[src/rtl/fibonacci_param.sv]
// Iterative Fibonacci/Lucas term generator with carry-tracked overflow; n+1 cycles accept-to-result.
// One request at a time; result held until out_ready. Define FIB_SATURATE_EN for saturating sums.
module fibonacci_param #(
   parameter int DW = 16,
   parameter int LW = 8
) (
   input  logic          clk,
   input  logic          rst_n,
   input  logic          in_valid,
   output logic          in_ready,
   input  logic [LW-1:0] in_level,
   input  logic          in_mode,
   output logic          out_valid,
   input  logic          out_ready,
   output logic [DW-1:0] result,
   output logic          overflow
);

   typedef enum logic [1:0] {IDLE, CALC, DONE} state_t;

   state_t        state;
   state_t        state_nxt;
   logic [DW-1:0] a;
   logic [DW-1:0] b;
   logic [LW-1:0] cnt;
   logic          ovf_a;
   logic          ovf_b;
   logic [DW:0]   sum;
   logic          ovf_nxt;
   logic [DW-1:0] b_nxt;

   assign sum     = {1'b0, a} + {1'b0, b};
   // Once any term has overflowed, every later term is also out of range.
   assign ovf_nxt = ovf_a | ovf_b | sum[DW];

`ifdef FIB_SATURATE_EN
   assign b_nxt = ovf_nxt ? {DW{1'b1}} : sum[DW-1:0];
`else
   assign b_nxt = sum[DW-1:0];
`endif

   assign in_ready  = (state == IDLE);
   assign out_valid = (state == DONE);

   always_ff @(posedge clk or negedge rst_n) begin
      if (!rst_n) state <= IDLE;
      else        state <= state_nxt;
   end

   always_comb begin
      state_nxt = state;
      case (state)
         IDLE:    if (in_valid)      state_nxt = CALC;
         CALC:    if (cnt == '0)     state_nxt = DONE;
         DONE:    if (out_ready)     state_nxt = IDLE;
         default:                    state_nxt = IDLE;
      endcase
   end

   always_ff @(posedge clk or negedge rst_n) begin
      if (!rst_n) begin
         a        <= '0;
         b        <= '0;
         cnt      <= '0;
         ovf_a    <= 1'b0;
         ovf_b    <= 1'b0;
         result   <= '0;
         overflow <= 1'b0;
      end else begin
         case (state)
            IDLE: begin
               if (in_valid) begin
                  a     <= in_mode ? DW'(2) : DW'(0);
                  b     <= DW'(1);
                  cnt   <= in_level;
                  ovf_a <= 1'b0;
                  ovf_b <= 1'b0;
               end
            end
            CALC: begin
               if (cnt != '0) begin
                  a     <= b;
                  b     <= b_nxt;
                  cnt   <= cnt - 1'b1;
                  ovf_a <= ovf_b;
                  ovf_b <= ovf_nxt;
               end else begin
                  // Only term n (in a) is reported; b's flag belongs to term n+1.
                  result   <= a;
                  overflow <= ovf_a;
               end
            end
            default: ;
         endcase
      end
   end

endmodule

[config.mk]
export PLATFORM = sky130hd
export DESIGN_NAME = fibonacci_param
export DESIGN_NICKNAME = d
export VERILOG_FILES = /design/src/rtl/fibonacci_param.sv
export SDC_FILE = /design/constraint.sdc
export NUM_CORES = 1
export LEC_CHECK = 0
export CAP_MARGIN = 20
export CORE_UTILIZATION = 25
export CTS_CLUSTER_SIZE = 12
export DETAILED_ROUTE_END_ITERATION = 7
export SYNTH_ARGS = -nofsm -noshare
export SYNTH_HDL_FRONTEND = slang
export SYNTH_SLANG_ARGS = --single-unit
[constraint.sdc]
create_clock -name clk -period 2.19 [get_ports clk]
set_clock_uncertainty 0.05 [all_clocks]
set_input_delay 0.657 -clock clk [delete_from_list [all_inputs] [get_ports clk]]
set_output_delay 0.657 -clock clk [all_outputs]
set_load 0.1 [all_outputs]
# ---- Word level (Yosys, flattened, before mapping)
# Index checks and enable logic that the tools add are counted.
dict set report word_totals {
  register_bits 61
  latchBits 0
  mem_bits_rw 0
  romBits 0
  output_inout_bits 19
  memories 0
}
dict set report op_classes {
  addsub 2
  multipliers 0
  n_div 0
  n_lt_le_gt_ge 0
  eq_ne 6
  n_shift 0
  muxes 19
  n_bitwise 3
  reduce_logical 7
}
# op count
set op_table {}
lappend op_table {{2-to-1 mux 16 bit} 4}
lappend op_table {{one-hot mux 16 bit (2 select lines)} 2}
lappend op_table {{adder 16 x 16 -> 17 bit} 1}
lappend op_table {{2-to-1 mux 8 bit} 2}
lappend op_table {{one-hot mux 8 bit (2 select lines)} 1}
lappend op_table {{logical NOT 8 bit} 1}
lappend op_table {{2-to-1 mux 2 bit} 4}
lappend op_table {{nonzero test 8 bit} 1}
lappend op_table {{subtractor 8 x 1 -> 8 bit (second input constant)} 1}
lappend op_table {{inequality test 2 bit (second input constant)} 3}
lappend op_table {{one-hot mux 2 bit (3 select lines)} 1}
lappend op_table {{AND reduction 3 bit} 2}
lappend op_table {{one-hot mux 1 bit (2 select lines)} 2}
lappend op_table {{2-to-1 mux 1 bit} 3}
lappend op_table {{== test 2 x 1 -> 1 bit (second input constant)} 1}
lappend op_table {{== test 2 bit (second input constant)} 1}
lappend op_table {{logical NOT 2 bit} 1}
lappend op_table {{inequality test 2 x 1 -> 1 bit (second input constant)} 1}
lappend op_table {{OR 1 bit} 2}
lappend op_table {{AND reduction 2 bit} 1}
lappend op_table {{nonzero test 2 bit} 1}
lappend op_table {{inverter 1 bit} 1}

# ---- Logic depth before layout (Yosys ltp)
dict set report logic_depth {
  ltp_word 4
  ltp_mapped 9
  mapped_depth_nobuf 9
}

# ---- Worst setup path after synthesis
# OpenSTA, ideal clock, no wires.
dict set report synth_timing {
  path_type {register to output}
  startpoint {reg state[1]}
  endpoint {out in_ready}
  arrival_time_ns 1.687
  t_required_ns 1.483
  setup_slack_ns -0.204
  stages_incl_launch_ff 2
  path_buffers 0
  path_cell_list {dfrtp_1 > nor2_1}
}
dict set report synth_via {
  elab_chain_cells 1
}
# element line_no
set synth_lines {}
lappend synth_lines {{start, declared} 21} ;# state_t state;
lappend synth_lines {{start signal, assigned} 47} ;# else state <= state_nxt;
lappend synth_lines {{logical NOT 2 bit} 42} ;# assign in_ready = (state == IDLE);
lappend synth_lines {{end, declared} 10} ;# output logic in_ready,
# Every way passes these cells.

# ---- Final worst setup path
dict set report layout_timing {
  startpoint {reg cnt[2]}
  endpoint {reg result[14]}
}
dict set report layout_via {
  elab_chain_cells 3
}
# element line_no
set layout_lines {}
lappend layout_lines {{start, declared} 25} ;# logic [LW-1:0] cnt;
lappend layout_lines {{start signal, assigned} 75} ;# cnt <= in_level;
lappend layout_lines {{start signal, assigned} 84} ;# cnt <= cnt - 1'b1;
lappend layout_lines {{nonzero test 8 bit} 81} ;# if (cnt != '0) begin
lappend layout_lines {{inverter 1 bit (no source line)} -}
lappend layout_lines {{AND reduction 2 bit (no source line)} -}
lappend layout_lines {{end signal, assigned} 67} ;# result <= '0;
lappend layout_lines {{end signal, assigned} 89} ;# result <= a;
lappend layout_lines {{end, declared} 15} ;# output logic [DW-1:0] result,
# Every way passes these cells.
# A chain may end at the register's enable or synchronous reset.

==> impl_metrics.json <==
{
  "tightest_slew_ns": 0.7594,
  "final_nets": 396,
  "clock-sinks": 61,
  "final_cell_mix": "61 x dfrtp_1, 23 x nand2_1, 22 x buf_12",
  "vias_per_cell": 4.656,
  "grt_pass1_wl_mm": 12.26,
  "yosys_warnings": 0,
  "placed_cell_area_mm2": 0.004071,
  "clockBufferDepth": 2,
  "dr_total_vias": 2514,
  "grt_max_degree": 62,
  "required_ns": 2.34,
  "final_common_cell": "dfrtp_1",
  "arrival_ns": 2.36,
  "rsz0062_at_grt": "true",
  "path_max_fanout": 10,
  "dp_hpwl_mm": 4.885,
  "clkTransAtPathRegs_ns": 0.05,
  "postRouteAntennaNets": 0,
  "netlist_area_mm2": 0.003219,
  "antenna_cells": 0,
  "drtIter0Drc": 46,
  "fin_crit_ns": 2.210,
  "htree_levels": 3,
  "grt-ovfl-total": 0,
  "port_buffers": 31,
  "synth_fp_nets": 335,
  "drive_gt1_share_pct": 25.00,
  "drtPass1Iterations": 4,
  "die-height_um": 115.5,
  "fmaxAchievable_ghz": 0.4526,
  "cts_tree": "done",
  "layout_setup_ws_ns": -0.01950,
  "syn_inst": 303,
  "yosysTopAreaCell": "dfrtp_1",
  "dp_worst_setup_slack_ns": -0.003179,
  "die_width_um": 115.5,
  "setup.worst_path.class": "flip-flop to flip-flop",
  "worstSkewPairLatency_ns": 0.32,
  "num-fill-cells": 1263,
  "synthArstFlopShare_pct": 100.0,
  "root_buffer": "clkbuf_16",
  "violations": "negative setup slack",
  "finalSetupViolations": 8,
  "routed_wl_mm": 7.098,
  "yosys.area.top_type_share_pct": 47.42,
  "ys_ff_latch": 61,
  "final_cell_area_mm2": 0.004466,
  "cts-buffers-inserted": 9,
  "track_usage_pct": 11.78,
  "relSlewSlack_pct": 49.27,
  "rows": 41,
  "ios": 32,
  "antenna_found_initial": 0,
  "wl_per_cell_um": 13.14,
  "hold_path.class": "primary input to async pin",
  "synth_area_leaders": "dfrtp_1 47%, ha_1 7.0%, a22o_1 4.9%",
  "dieArea_mm2": 0.01334,
  "drv_cap": 0,
  "gp_congestion": 0.8543,
  "start_kind": "flip-flop",
  "core_area_mm2": 0.01257,
  "end_kind": "flip-flop",
  "seq_area_frac_synth_pct": 47.42,
  "avgSynthCellArea_um2": 10.62,
  "drc": 0,
  "synth-edff-count": 0,
  "hold_viol": 0,
  "post-route-util_pct": 35.53,
  "status": "complete, but fails checks",
  "grt_pass1_vias": 2584,
  "period_share_pct": 100.9,
  "ys.flop_type": "dfrtp_1",
  "drv_slew": 0,
  "syn_to_final_growth_pct": 38.71,
  "initial_core_util_pct": 25.61,
  "synth_cell_types": 48
}
## stage by stage
step	setup TNS [ns]	hold slack, ns	instances
floorplan	0	0.3114	303
global placement	0	0.4502	520
detailed placement	-0.01943	0.4576	520
CTS	0	0.3025	535
global route	-0.8475	0.3101	540
finish	-0.1139	0.2885	540
## timing repair
item / in CTS / in global routing
gates cloned: 0 / 1
pin swaps: 0 / 6
gates resized for setup: 1 / 17
setup endpoints to repair: 7 / 38
buffers inserted: 0 / 4
hold buffers: 0 / 0
## kinds of logic (layout without fill, tap and decap cells)
| group | Yosys count | in the layout | synth area share (%) |
|---|---|---|---|
| AOI/OAI and AO/OA | 104 | 104 | 21.03 |
| and+or+nand+nor | 70 | 71 | 10.96 |
| DFF | 61 | 61 | 47.42 |
| buffers and inverters | 22 | 86 | 3.576 |
| adders and majority gates | 19 | 19 | 7.618 |
| muxes | 16 | 16 | 6.413 |
| xor gates and xnor gates | 11 | 11 | 2.993 |
## worst max-delay path, stage by stage, from the launching register on
cell	delay (ns)
dfrtp_1	0.38
or4_4	0.58
nor4b_4	0.31
buf_4	0.17
buf_6	0.13
nand2_8	0.11
mux2_4	0.34
## final timing paths
| check | start | slack, ns | to | cells after the start |
|---|---|---|---|---|
| worst max-delay path | cnt[2] | -0.02 | result[14] | 6 |
| worst min-delay path | rst_n | 0.29 | result[8] | 2 |
| worst max register to register | cnt[2] | -0.02 | result[14] | 6 |
| worst min register to register | b[7] | 0.46 | b[7] | 2 |
| max in group asynchronous | rst_n | 1.53 | cnt[5] | 2 |
| min in group clk | b[7] | 0.46 | b[7] | 2 |
## cell type report
type / count / area (um2) / share of cell area, %
inverter: 11 / 43.79 / 0.9807
clock inverter: 2 / 10.01 / 0.2242
timing repair buffer: 60 / 773.2 / 17.32
clock buffer: 13 / 250.2 / 5.604
tap: 172 / 215.2 / 4.819
multi-input combinational: 221 / 1647 / 36.87
sequential: 61 / 1526 / 34.18
## sequential cells by signal, indices dropped and copies added, names as in the netlist
register / count
ovf_a: 1
ovf_b: 1
overflow: 1
a: 16
state: 2
cnt: 8
result: 16
b: 16
## layer usage
metal	up-vias	part of all wire (%)	global-route usage, %
li1	1237	-	-
met1	1228	47	15.27
met2	38	48	18.80
met3	11	3.4	3.556
met4	0	2.1	3.810
met5	-	0	0
## synth_stat cells, drive strengths merged, types with 2 or more instances
cell type and number:
ha 18, and3 2, o21a 3, a211oi 4
a32oi 2, nor3 5, nand2b 5, o21ai 36
nor4 2, nor2b 3, o21bai 2, a211o 2
buf 8, nand3 6, nor2 18, nand2 24
a21oi 19, xnor2 8, o31ai 3, inv 11
a21o 3, a22oi 2, clkbuf 3, mux2 16
o22ai 2, a22o 18, dfrtp 61, xor2 3
Power is left out: the tool's default activity adds up to more than one toggle a clock period on the data nets, which glitch-free logic cannot reach.
